### config.mk
export PLATFORM = sky130hd
export DESIGN_NAME = debug_commit_tracker
export DESIGN_NICKNAME = d
export VERILOG_FILES = /design/src/rtl/debug_pkg.sv /design/src/rtl/debug_watchdog.sv /design/src/rtl/debug_commit_tracker.sv
export SDC_FILE = /design/constraint.sdc
export NUM_CORES = 1
export LEC_CHECK = 0
export CORE_UTILIZATION = 51
export CTS_CLUSTER_DIAMETER = 50
export DETAILED_ROUTE_END_ITERATION = 8
export GPL_TIMING_DRIVEN = 0
export PLACE_DENSITY = 0.86
export REMOVE_ABC_BUFFERS = 1
export SETUP_SLACK_MARGIN = 0.3
export SYNTH_ARGS = -nofsm -noshare
export SYNTH_HDL_FRONTEND = slang
export SYNTH_HIERARCHICAL = 1
export SYNTH_SLANG_ARGS = --single-unit
### constraint.sdc
create_clock -name clock -period 6.1 [get_ports clock]
set_clock_uncertainty 0.05 [all_clocks]
set_input_delay 1.22 -clock clock [delete_from_list [all_inputs] [get_ports clock]]
set_output_delay 1.22 -clock clock [all_outputs]
set_load 0.02 [all_outputs]
### src/rtl/debug_pkg.sv
// Shared definitions for the commit tracker and anything that consumes its
// debug_* record (for example a bench monitor on the Debug block side).
//   EBREAK_INST            : instruction word that requests a halt
//   DEF_MEM_BASE/SIZE      : default main-memory window
//   state_e                : tracker run state
//   debug_rec_t            : one retire/halt record as seen by the Debug block
//   addr_in_window()       : 33-bit window test, immune to base+size wrap
package debug_pkg;

    localparam logic [31:0] EBREAK_INST  = 32'h0010_0073;
    localparam logic [31:0] DEF_MEM_BASE = 32'h8000_0000;
    localparam logic [31:0] DEF_MEM_SIZE = 32'h0800_0000;

    typedef enum logic {
        RUN,
        HALTED
    } state_e;

    typedef struct packed {
        logic        valid;
        logic        halt;
        logic        deviceAccess;
        logic [31:0] deviceAddr;
        logic [31:0] pc;
        logic        regWen;
        logic [4:0]  regWaddr;
        logic [31:0] regWdata;
    } debug_rec_t;

    // Extending to 33 bits keeps base+size from wrapping for windows that
    // end at the top of the 32-bit address space.
    function automatic logic addr_in_window(input logic [31:0] addr,
                                            input logic [31:0] base,
                                            input logic [31:0] size);
        logic [32:0] a;
        logic [32:0] lo;
        logic [32:0] hi;
        a  = {1'b0, addr};
        lo = {1'b0, base};
        hi = {1'b0, base} + {1'b0, size};
        return (a >= lo) && (a < hi);
    endfunction

endpackage

### src/rtl/debug_watchdog.sv
// Idle-cycle watchdog for the commit tracker.
//   clk_i, rst_ni : clock, asynchronous active-low reset
//   clear_i       : a commit happened this cycle; restart the count
//   enable_i      : count only while enabled (frozen otherwise)
//   expire_o      : combinational pulse in the cycle where the count reaches
//                   TIMEOUT-1 without a commit; the caller registers the halt
module debug_watchdog #(
    parameter int unsigned TIMEOUT = 1_000_000
) (
    input  logic clk_i,
    input  logic rst_ni,
    input  logic clear_i,
    input  logic enable_i,
    output logic expire_o
);

    localparam logic [31:0] LAST = 32'(TIMEOUT - 1);

    logic [31:0] cnt_q;
    logic [31:0] cnt_d;

    // A commit in the expiry cycle wins, so clear masks the pulse.
    assign expire_o = enable_i && !clear_i && (cnt_q == LAST);

    always_comb begin
        cnt_d = cnt_q;
        if (enable_i) begin
            if (clear_i) begin
                cnt_d = '0;
            end else begin
                cnt_d = cnt_q + 32'd1;
            end
        end
    end

    always_ff @(posedge clk_i or negedge rst_ni) begin
        if (!rst_ni) begin
            cnt_q <= '0;
        end else begin
            cnt_q <= cnt_d;
        end
    end

endmodule

### src/rtl/debug_commit_tracker.sv
// Registers one debug record per retired instruction for the Debug/DPI block,
// classifies loads/stores outside the main-memory window as device accesses,
// and emits a single halt record on ebreak or on a stuck-pipeline timeout.
//   clock, reset       : clock, asynchronous active-low reset
//   cmt_*              : commit-point retire information (one per cycle max)
//   debug_*            : registered record, valid one cycle after its commit
//   instret            : 64-bit count of accepted commits
//   timeout            : sticky, set when the watchdog caused the halt
module debug_commit_tracker #(
    parameter logic [31:0] MEM_BASE    = debug_pkg::DEF_MEM_BASE,
    parameter logic [31:0] MEM_SIZE    = debug_pkg::DEF_MEM_SIZE,
    parameter int unsigned TIMEOUT     = 1_000_000,
    parameter logic [31:0] EBREAK_INST = debug_pkg::EBREAK_INST
) (
    input  logic        clock,
    input  logic        reset,
    input  logic        cmt_valid,
    input  logic [31:0] cmt_pc,
    input  logic [31:0] cmt_inst,
    input  logic        cmt_regWen,
    input  logic [4:0]  cmt_regWaddr,
    input  logic [31:0] cmt_regWdata,
    input  logic        cmt_memValid,
    input  logic [31:0] cmt_memAddr,
    output logic        debug_valid,
    output logic        debug_halt,
    output logic        debug_deviceAccess,
    output logic [31:0] debug_deviceAddr,
    output logic [31:0] debug_pc,
    output logic        debug_regWen,
    output logic [4:0]  debug_regWaddr,
    output logic [31:0] debug_regWdata,
    output logic [63:0] instret,
    output logic        timeout
);

    import debug_pkg::*;

    state_e      state_q;
    debug_rec_t  rec_q;
    debug_rec_t  commit_rec_d;
    debug_rec_t  timeout_rec_d;
    logic [63:0] instret_q;
    logic        timeout_q;
    logic [31:0] last_pc_q;
    logic        is_ebreak;
    logic        dev_access;
    logic        wd_expire;

    debug_watchdog #(
        .TIMEOUT (TIMEOUT)
    ) u_watchdog (
        .clk_i    (clock),
        .rst_ni   (reset),
        .clear_i  (cmt_valid),
        .enable_i (state_q == RUN),
        .expire_o (wd_expire)
    );

    assign is_ebreak  = (cmt_inst == EBREAK_INST);
    assign dev_access = cmt_memValid && !addr_in_window(cmt_memAddr, MEM_BASE, MEM_SIZE);

    always_comb begin
        commit_rec_d              = '0;
        commit_rec_d.valid        = 1'b1;
        commit_rec_d.halt         = is_ebreak;
        commit_rec_d.deviceAccess = dev_access;
        commit_rec_d.deviceAddr   = dev_access ? cmt_memAddr : '0;
        commit_rec_d.pc           = cmt_pc;
        commit_rec_d.regWen       = cmt_regWen && (cmt_regWaddr != 5'd0);
        commit_rec_d.regWaddr     = cmt_regWaddr;
        commit_rec_d.regWdata     = cmt_regWdata;
    end

    // Synthetic halt record: only pc survives, everything else zero.
    always_comb begin
        timeout_rec_d       = '0;
        timeout_rec_d.valid = 1'b1;
        timeout_rec_d.halt  = 1'b1;
        timeout_rec_d.pc    = last_pc_q;
    end

    always_ff @(posedge clock or negedge reset) begin
        if (!reset) begin
            state_q   <= RUN;
            rec_q     <= '0;
            instret_q <= '0;
            timeout_q <= 1'b0;
            last_pc_q <= '0;
        end else begin
            case (state_q)
                RUN: begin
                    if (cmt_valid) begin
                        rec_q     <= commit_rec_d;
                        instret_q <= instret_q + 64'd1;
                        last_pc_q <= cmt_pc;
                        if (is_ebreak) begin
                            state_q <= HALTED;
                        end
                    end else if (wd_expire) begin
                        rec_q     <= timeout_rec_d;
                        timeout_q <= 1'b1;
                        state_q   <= HALTED;
                    end else begin
                        rec_q.valid <= 1'b0;
                        rec_q.halt  <= 1'b0;
                    end
                end
                HALTED: begin
                    rec_q.valid <= 1'b0;
                    rec_q.halt  <= 1'b0;
                end
            endcase
        end
    end

    assign debug_valid        = rec_q.valid;
    assign debug_halt         = rec_q.halt;
    assign debug_deviceAccess = rec_q.deviceAccess;
    assign debug_deviceAddr   = rec_q.deviceAddr;
    assign debug_pc           = rec_q.pc;
    assign debug_regWen       = rec_q.regWen;
    assign debug_regWaddr     = rec_q.regWaddr;
    assign debug_regWdata     = rec_q.regWdata;
    assign instret            = instret_q;
    assign timeout            = timeout_q;

endmodule

==> reports/qor.txt <==
Clock power frac -> 48.3%
Post-synth ARST share -> 100%
DR iter-0 viols -> 550
worst-margin pin slew -> 1150 ps
# resized after CTS -> 0
CP required -> 6510 ps
antenna violations before repair -> 0
combinational share of power -> 7.9%
met2 usage -> 49.1%
unrepaired setup endpoints after global routing -> no
CTS H-Tree Depth -> 1
Max-Slew Margin vs Limit -> 22.7%
Vias -> 8708
Final Hold Vio Count -> 0
R2R Setup Slk -> 2820 ps
synth unique cells -> 62
Top FF cell, synth -> dfrtp_1
Critical Path AT -> 4040 ps
Worst VDD drop -> 0.230 mV
Synth Warn # -> 6
grt peak-use layer -> met2
GRT Util Overall -> 28.2%
GPL Wtd Cong -> 0.793
Die Footprint -> 20700 µm²
pre-CTS WS -> 1940 ps
switching pwr -> 0.809 mW
cell row count -> 51
Pre-Repair DR Iteration Count -> 7
Syn-to-layout area delta -> 43.0%
Layout Utilization -> 75.0%
Clock Root Buffer -> clkbuf_16
Cell Pwr Density -> 253 nW/µm²
largest net degree at the start of global routing -> 123
Vias/cell -> 5.71
min Tclk post-route -> 3630 ps
Ports -> 308
vias in the first global route -> 8801
CTS max path bufs -> 3
Final setup viols -> 0
global route overflow -> 0
crit path launch -> cmt_valid
kind of critical path -> in2reg
final wirelength -> 29100 µm
final count of pins violating max slew -> 0
Die Width -> 144 µm
fraction of layout cells with a size suffix above 1 -> 5.71%
detailed placer's ending HPWL -> 19700 µm
Chip Height -> 144 µm
ANT cells -> 0
Sequential Power Share -> 43.8%
Worst Reg-to-Reg Cells -> 8
crit path launch type -> primary input
maxcap violations -> 0
global routing usage on met3 -> 6.50%
worst skew pair latency -> 530 ps
status -> completed
DRC Markers -> 0
post-synthesis sequential area ratio -> 57.3%
Initial Utilization -> 52.4%
reg-to-reg startpoint -> state_q
Leak -> 6.41 nW
WL/cell -> 19.1 µm
clock sinks -> 235
final period utilization -> 59.5%
Reg-to-Reg End -> debug_pc[28]
Seq cells post-synth -> 235
total CTS buffers -> 28
Antenna Nets Post-Route -> 0
met1 Use GR -> 33.3%
Switching Share -> 21.8%
EDFF count, synth -> 0
CTS clk-pin slew, worst paths -> 60 ps
Core ar. -> 19600 µm²
Nets -> 1380
HP Class -> reg2reg
Post-Synthesis Cells -> 947
CTS tree -> yes
postcts setup bufs -> 0
Setup crit end -> debug_deviceAddr[23]
Internal -> 2.90 mW
CP max FO -> 68
first-pass GRT wire length -> 45500 µm
Port Buf Inserts -> 307
CP endpoint kind -> flip-flop
Synth Cell Area -> 10300 µm²
cts hold-fix bufs -> 0
Synth Area per Inst -> 10.8 µm²
Final WS setup -> 2470 ps
Fmax achieved -> 275 MHz
## state kept, by name, summed over array words and instances (netlist names)
name / count
state_q: 1
debug_valid: 1
debug_regWaddr: 5
debug_halt: 1
debug_regWen: 1
debug_deviceAccess: 1
instret: 64
last_pc_q: 32
timeout: 1
debug_regWdata: 32
u_watchdog/cnt_q: 32
debug_deviceAddr: 32
debug_pc: 32
## worst min-delay path by stage
stage	start	to	slack [ps]	depth (start not counted)
floorplan	last_pc_q[0]	last_pc_q[0]	390	2
global placement	last_pc_q[30]	last_pc_q[30]	410	2
detailed placement	last_pc_q[29]	last_pc_q[29]	420	2
CTS	instret[63]	instret[63]	430	1
global route	instret[24]	instret[24]	450	1
finish	last_pc_q[8]	last_pc_q[8]	430	2
## stage by stage
stage	cells	TNS [ps]	hold WS [ps]	total power, mW	area, µm²
CTS	1525	0	428	3.73	14700
detailed placement	1475	0	416	1.94	13700
global route	1525	0	447	3.82	14700
finish	1525	0	427	3.71	14700
global placement	1467	-2253460	407	1.94	13500
floorplan	895	-13440	395	1.73	10100
## power by group through the flow
stage,sequential (mW),combinational (mW),clock [mW]
floorplan,1.68,0.0495,0
detailed placement,1.65,0.293,0
global placement,1.65,0.283,0
CTS,1.63,0.296,1.81
finish,1.63,0.293,1.79
global route,1.63,0.314,1.87
## cells in the final DEF (no fill, tap or decap), drive strengths merged, types with 10 or more instances in the layout
master         instances
clkbuf                39
or3                   10
nor3                  20
nand2                168
inv                   18
nand4                 34
or4                   10
a22o                  67
a21oi                 11
dfrtp                235
o21ai                 42
mux2i                 39
xnor2                 44
and3                  10
and4                  10
o2bb2ai               10
nor4                  19
xor2                  19
buf                   10
nand3                 36
clkdlybuf4s50        305
nor2                  31
## worst max-delay path, stage by stage
cell     delay (ps)
buf_4           100
buf_16          300
nor2b_4         620
buf_12          270
buf_16          200
o311a_1         950
a22o_1          280
## layout make-up
type	count	area, µm²
clock buffer	39	813
clock inverter	11	196
fill	1328	4900
inverter	19	71.3
multi-input combinational	641	4120
sequential	235	5880
tap	265	332
timing repair buffer	315	3270
## Yosys cell counts (all sizes together), types with 11 or more instances
| cell | n | area share [%] |
|---|---|---|
| xnor2 | 44 | 3.8 |
| a21oi | 11 | 0.54 |
| inv | 18 | 0.66 |
| buf | 16 | 0.77 |
| mux2i | 39 | 3.8 |
| o21ai | 42 | 2.0 |
| clkbuf | 36 | 1.3 |
| nand4 | 34 | 2.4 |
| xor2 | 19 | 1.6 |
| a22o | 67 | 5.7 |
| nor2 | 31 | 1.1 |
| nor3 | 20 | 0.97 |
| dfrtp | 235 | 57 |
| nand2 | 168 | 6.1 |
| nand3 | 36 | 1.8 |
| nor4 | 19 | 1.6 |
## routing by layer
metal | share of wire, % | routed length, µm
met4 | 4.1 | 1180
met1 | 38 | 11100
met5 | 0 | 0
met2 | 50 | 14700
met3 | 7.3 | 2130
## kinds of logic (layout without fill, tap and decap cells)
family,Yosys count,after routing,synth area share (%)
DFF,235,235,57.3
AOI/OAI and AO/OA,160,160,11.6
buffers and inverters,71,384,2.79
muxes,40,40,3.91
xor gates and xnor gates,63,63,5.37
adders and majority gates,2,2,0.244
and+or+nand+nor,376,376,18.8
Power figures use the tool's default switching activity.
